===== config.mk =====
export PLATFORM = sky130hd
export DESIGN_NAME = boolean_oai_pipe
export DESIGN_NICKNAME = d
export VERILOG_FILES = /design/src/rtl/boolean_oai_pipe.sv
export SDC_FILE = /design/constraint.sdc
export NUM_CORES = 1
export LEC_CHECK = 0
export CAP_MARGIN = 20
export CORE_MARGIN = 3
export CORE_UTILIZATION = 50
export DETAILED_ROUTE_END_ITERATION = 10
export PLACE_DENSITY_LB_ADDON = 0.3
export SETUP_SLACK_MARGIN = 0.4
export SYNTH_ARGS = -nofsm -noshare
export SYNTH_HDL_FRONTEND = slang
export SYNTH_SLANG_ARGS = --single-unit

===== constraint.sdc =====
create_clock -name clk -period 5.2 [get_ports clk]
set_clock_uncertainty 0.15 [all_clocks]
set_input_delay 1.04 -clock clk [delete_from_list [all_inputs] [get_ports clk]]
set_output_delay 1.04 -clock clk [all_outputs]
set_load 0.02 [all_outputs]

===== src/rtl/boolean_oai_pipe.sv =====
// Bitwise and/or/invert function unit with a two-stage valid/ready pipeline.
// Stage 2 also presents the ones-count and a zero flag, and a counter tracks consumed results.
module boolean_oai_pipe #(
    parameter int unsigned WIDTH = 8,
    parameter int unsigned CW    = $clog2(WIDTH + 1)
) (
    input  logic             clk,
    input  logic             rst_n,
    input  logic             in_valid,
    output logic             in_ready,
    input  logic [WIDTH-1:0] in_a,
    input  logic [WIDTH-1:0] in_b,
    input  logic [WIDTH-1:0] in_c,
    input  logic [1:0]       in_mode,
    output logic             out_valid,
    input  logic             out_ready,
    output logic [WIDTH-1:0] out_d,
    output logic [CW-1:0]    out_ones,
    output logic             out_zero,
    output logic [15:0]      txn_count
);

    typedef enum logic [1:0] {
        MODE_OAI = 2'd0,
        MODE_AOI = 2'd1,
        MODE_OA  = 2'd2,
        MODE_AO  = 2'd3
    } mode_e;

    logic [WIDTH-1:0] func_d;
    logic [WIDTH-1:0] d_s1;
    logic             s1_valid;
    logic             s2_load;
    logic             in_xfer;
    logic             out_xfer;
    logic [CW-1:0]    ones_s1;

    always_comb begin
        func_d = '0;
        case (mode_e'(in_mode))
            MODE_OAI: func_d = ~((in_a | in_b) & in_c);
            MODE_AOI: func_d = ~((in_a & in_b) | in_c);
            MODE_OA:  func_d =   (in_a | in_b) & in_c;
            MODE_AO:  func_d =   (in_a & in_b) | in_c;
            default:  func_d = '0;
        endcase
    end

    always_comb begin
        ones_s1 = '0;
        for (int unsigned i = 0; i < WIDTH; i++) begin
            ones_s1 = ones_s1 + CW'(d_s1[i]);
        end
    end

    // in_ready depends only on out_ready and registered valids, never on in_valid
    assign s2_load  = s1_valid & (~out_valid | out_ready);
    assign in_ready = ~s1_valid | s2_load;
    assign in_xfer  = in_valid & in_ready;
    assign out_xfer = out_valid & out_ready;

    always_ff @(posedge clk or negedge rst_n) begin
        if (!rst_n) begin
            d_s1     <= '0;
            s1_valid <= 1'b0;
        end else if (in_xfer) begin
            d_s1     <= func_d;
            s1_valid <= 1'b1;
        end else if (s2_load) begin
            s1_valid <= 1'b0;
        end
    end

    always_ff @(posedge clk or negedge rst_n) begin
        if (!rst_n) begin
            out_d     <= '0;
            out_ones  <= '0;
            out_zero  <= 1'b0;
            out_valid <= 1'b0;
        end else if (s2_load) begin
            out_d     <= d_s1;
            out_ones  <= ones_s1;
            out_zero  <= (d_s1 == '0);
            out_valid <= 1'b1;
        end else if (out_xfer) begin
            out_valid <= 1'b0;
        end
    end

    always_ff @(posedge clk or negedge rst_n) begin
        if (!rst_n) begin
            txn_count <= '0;
        end else if (out_xfer) begin
            txn_count <= txn_count + 16'd1;
        end
    end

endmodule


# ---- Yosys cells after proc, flatten, opt, wreduce, memory -nomap -nowiden
# Cells that the tools add are included.
dict set report word_totals {
  register_bits 39
  in_bits 30
  output_inout_bits 31
  wordCells 40
}
dict set report classes {
  n_addsub 8
  eq_ne 3
  mux 5
  bitwise_logic 13
  reduce_logical 4
}
# operator n
set op_table {}
lappend op_table {{$pmux W8 S4} 1}
lappend op_table {{$add A16 B1 Y16 const B} 1}
lappend op_table {{$add A4 B1 Y4} 4}
lappend op_table {{$and A8 B8 Y8} 2}
lappend op_table {{$not A8 Y8} 2}
lappend op_table {{$or A8 B8 Y8} 2}
lappend op_table {{$logic_not A8 Y1} 1}
lappend op_table {{$add A3 B1 Y4} 1}
lappend op_table {{$eq A2 B2 Y1 const B} 2}
lappend op_table {{$mux W1} 4}
lappend op_table {{$reduce_bool A2 Y1} 2}
lappend op_table {{$add A2 B1 Y3} 1}
lappend op_table {{$and A1 B1 Y1} 3}
lappend op_table {{$add A1 B1 Y2} 1}
lappend op_table {{$eq A2 B1 Y1 const B} 1}
lappend op_table {{$logic_not A2 Y1} 1}
lappend op_table {{$not A1 Y1} 2}
lappend op_table {{$or A1 B1 Y1} 2}

# ---- Logic depth before layout (Yosys ltp)
dict set report logic_depth {
  ltp_word 7
  mapped_depth 10
  ltp_nobuf 10
}

# ---- Worst setup path after synthesis
# Ideal clock, no wire load.
dict set report synth_timing {
  path_kind {reg-to-reg}
  startpoint {register d_s1[0]}
  endpoint {register out_ones[2]}
  setup_ns 0.076
  t_arrival_ns 2.694
  t_required_ns 4.974
  setup_slack_ns 2.280
  path_stages_with_launch 11
  path_buffers 0
  synth_period_minus_slack_ns 2.920
  cell_sequence {dfrtp_1 -> fa_1 -> inv_1 -> fa_1 -> fa_1 -> inv_1 -> ha_1 -> inv_1 -> fa_1 -> xor2_1 -> o21ai_1}
}
dict set report synth_via {
  elab_chain_len 7
}
# element line
set synth_rtl {}
lappend synth_rtl {{start, declared} 31} ;# logic [WIDTH-1:0] d_s1;
lappend synth_rtl {{start signal, assigned} 67} ;# d_s1 <= func_d;
lappend synth_rtl {{$add A1 B1 Y2} 52} ;# ones_s1 = ones_s1 + CW'(d_s1[i]);
lappend synth_rtl {{$add A2 B1 Y3} 52}
lappend synth_rtl {{$add A3 B1 Y4} 52}
lappend synth_rtl {{$add A4 B1 Y4 (4 in a row)} 52}
lappend synth_rtl {{end signal, assigned} 82} ;# out_ones <= ones_s1;
lappend synth_rtl {{end, declared} 18} ;# output logic [CW-1:0] out_ones,
# Every way passes these cells.
# A chain may end at the register's enable or synchronous reset.

# ---- Final worst setup path
dict set report layout_timing {
  startpoint {input out_ready}
  endpoint {output in_ready}
}
dict set report layout_via {
  elab_chain_len 3
}
# element line
set layout_rtl {}
lappend layout_rtl {{start, declared} 16} ;# input logic out_ready,
lappend layout_rtl {{$or A1 B1 Y1} 57} ;# assign s2_load = s1_valid & (~out_valid | out_ready);
lappend layout_rtl {{$and A1 B1 Y1} 57}
lappend layout_rtl {{$or A1 B1 Y1} 58} ;# assign in_ready = ~s1_valid | s2_load;
lappend layout_rtl {{end, declared} 10} ;# output logic in_ready,
# Every way passes these cells.

==> impl_metrics.csv <==
group,metric,value,unit
finish,drive_gt1_share,6.40,%
setup_path,endpoint_kind,"output port",
setup_path,cpPeakStageDelay,0.63,ns
power,pwr-share-seq,42.0,%
power,peakVddDrop,0.206,mV
setup_path,cp_data_required_time,4.01,ns
setup_path,worst-path-buf-inv,2,
sta,maxSlewViolCount,0,
grt,grt_pass1_vias,1362,
logic_synthesis,yosysUniqueCellTypes,28,
clock_tree,post_cts_buffers,0,
power,p_clk_share,18.0,%
floorplanning,start_util,52.6,%
floorplanning,die_w,68.3,um
clock_tree,htree_levels,2,
clock_tree,insertion_delay,0.28,ns
clock_tree,cts_tree,"built",
setup_path,cp_data_arrival_time,2.38,ns
logic_synthesis,ys_warn_count,0,
placement,gp_congestion,0.797,
power,power.total,1.03,mW
logic_synthesis,synth_fp_nets,225,
drt,drc_errors,0,
setup_path,path_class,"in2out",
logic_synthesis,ys_seq_area_share,50.3,%
power,p_int,0.669,mW
finish,antenna_cells,0,
clock_tree,clk_pin_slew,0.07,ns
sta,finalSetupViolCount,0,
power,p_sw,0.357,mW
finish,final_common_cell,"clkdlybuf4s50_1",
floorplanning,core,3690,sq um
clock_tree,clk_path_buf_depth,2,
sta,max_freq,0.280,GHz
power,power_density,386,nW/um^2
sta,period_minus_slack,3.57,ns
finish,layoutNonFillerInstCount,298,
grt,grt_antenna_before_repair,0,
logic_synthesis,ys_ff_latch,39,
setup_path,worstPathMaxFanout,5,
run_status,status,"completed",
floorplanning,num_io_pins,61,
clock_tree,clock_sinks,39,
sta,hold_violations,0,
floorplanning,die_area,4660,sq um
logic_synthesis,synth_area,1940,sq um
logic_synthesis,synth_top_area_share,50.3,%
sta,fin_tns_setup,0,ns
clock_tree,cts_buffers,5,
clock_tree,cts_root_buf,"clkbuf_8",
drt,drtIter0Drc,55,
grt,grt_pass1_wl,5720,um
setup_path,crit_chain,"clkdlybuf4s50_1 -> nand3b_1 -> clkdlybuf4s50_1",
logic_synthesis,syn-instance-count,186,
grt,grt_max_degree,40,
drt,vias,1481,
drt,routedWlPerCell,11.3,um
placement,portBuffers,60,
floorplanning,num_rows,22,
sta,worst_pin_slew,0.798,ns
logic_synthesis,ys_top_cells_by_area,"dfrtp_1, xor2_1, o21ai_0, nand2_1, xnor2_1",
flow_run,drv_cap,0,
finish,area_growth,36.9,%
sta,rsz0062_at_grt,"false",
finish,design_area,2660,sq um
logic_synthesis,syn_area_per_cell,10.4,sq um
drt,drt-pass1-iter-count,4,
setup_path,cp_top_family,"buffers and inverters",
sta,hold_slack,0.331,ns
power,combPwrFrac,40.0,%
clock_tree,cts_resized,0,
grt,grt_remaining_overflow,0,
worst_hold_path,hp-class,"reg2reg",
finish,mostFrequentLayoutCells,"clkdlybuf4s50_1, dfrtp_1, nand2_1",
grt,grt_use_total,16.3,%
floorplanning,die_y,68.3,um
drt,viasPerCell,4.97,
placement,dp_cells,290,
finish,fillCellCount,290,
setup_path,cp_common_cell,"clkdlybuf4s50_1",
setup_path,critPathLaunchType,"input pin",
drt,wirelength,3380,um
sta,finalCritPeriodShare,68.7,%
power,power.leakage,1.17,nW
power,switching_share,34.8,%
placement,dpl.hpwl,2780,um
logic_synthesis,yosys.area.top_type,"dfrtp_1",
sta,relSlewSlack,46.8,%
placement,placed_area,2570,sq um
drt,ant_nets,0,
finish,nets,288,
clock_tree,postCtsHoldBufs,0,
setup_path,crit_slowest_cell,"clkdlybuf4s50_1",
[registers in the layout (all words and copies together) (netlist names)]
name / cells
out_d: 8
d_s1: 8
txn_count: 16
s1_valid: 1
out_valid: 1
out_zero: 1
out_ones: 4
[tightest hold or removal path, cell delays in order, from the launching register on]
cell and delay, ns:
dfrtp_1 0.34, nand2_1 0.05, o21ai_0 0.06
[cell usage after synthesis, drive strengths merged]
library cell,instances
dfrtp,39
nand2,26
o21ai,25
a21oi,17
inv,13
xor2,13
xnor2,11
nand4,6
ha,5
fa,4
mux2,4
nor2,4
and3,3
buf,3
nand2b,3
nand3,3
a22o,1
and4,1
clkbuf,1
nand3b,1
nor2b,1
nor3,1
nor4b,1
[power by group through the flow]
stage	Sequential (mW)	Clock, mW	Combinational [mW]
after detailed placement	0.439	0	0.418
final	0.431	0.185	0.410
after global placement	0.434	0	0.403
after CTS	0.433	0.191	0.419
after floorplan	0.494	0	0.177
after global routing	0.446	0.205	0.461
[kinds of logic after synthesis]
kind of cell,Yosys count,share of synthesized area (%)
and+or+nand+nor,50,14.3
AOI/OAI and AO/OA,43,11.3
DFF,39,50.3
xor gates and xnor gates,24,10.8
buffers and inverters,17,3.61
adders and majority gates,9,7.36
muxes,4,2.32
[metal layers]
layer  GRT usage [%]  vias to the layer above  wire length [um]
met3            4.27                        4               213
met2            27.4                       51              1590
li1                -                      754                 -
met4            5.21                        0                44
met5               0                        -                 0
met1            20.4                      672              1540
[final timing paths]
path | start | endpoint | slack (ns) | cells after the start
min in group asynchronous | rst_n | txn_count[11] | 0.69 | 1
setup reg to reg | d_s1[0] | out_ones[2] | 2.17 | 10
setup / recovery | out_ready | in_ready | 1.63 | 3
hold reg to reg | out_d[7] | out_d[7] | 0.33 | 2
hold / removal | out_d[7] | out_d[7] | 0.33 | 2
max in group asynchronous | rst_n | d_s1[6] | 3.70 | 1
[metrics by stage]
step                      setup slack (ns)  util, %
after global routing                  1.58     72.0
after detailed placement              1.63     69.8
after floorplan                       2.28        -
after CTS                             1.62     72.0
after global placement                1.63     69.8
final                                 1.63     72.0
[final cells by class]
| type | instances | area [sq um] | share of cell area [%] |
|---|---|---|---|
| Timing Repair Buffer | 60 | 596 | 22.4 |
| Tap cell | 48 | 60.1 | 2.26 |
| Inverter | 13 | 48.8 | 1.84 |
| Clock inverter | 1 | 5.00 | 0.189 |
| Multi-Input combinational cell | 130 | 893 | 33.6 |
| Clock buffer | 7 | 76.3 | 2.87 |
| Sequential cell | 39 | 976 | 36.8 |
No activity file was read; power rests on OpenSTA's default activity.
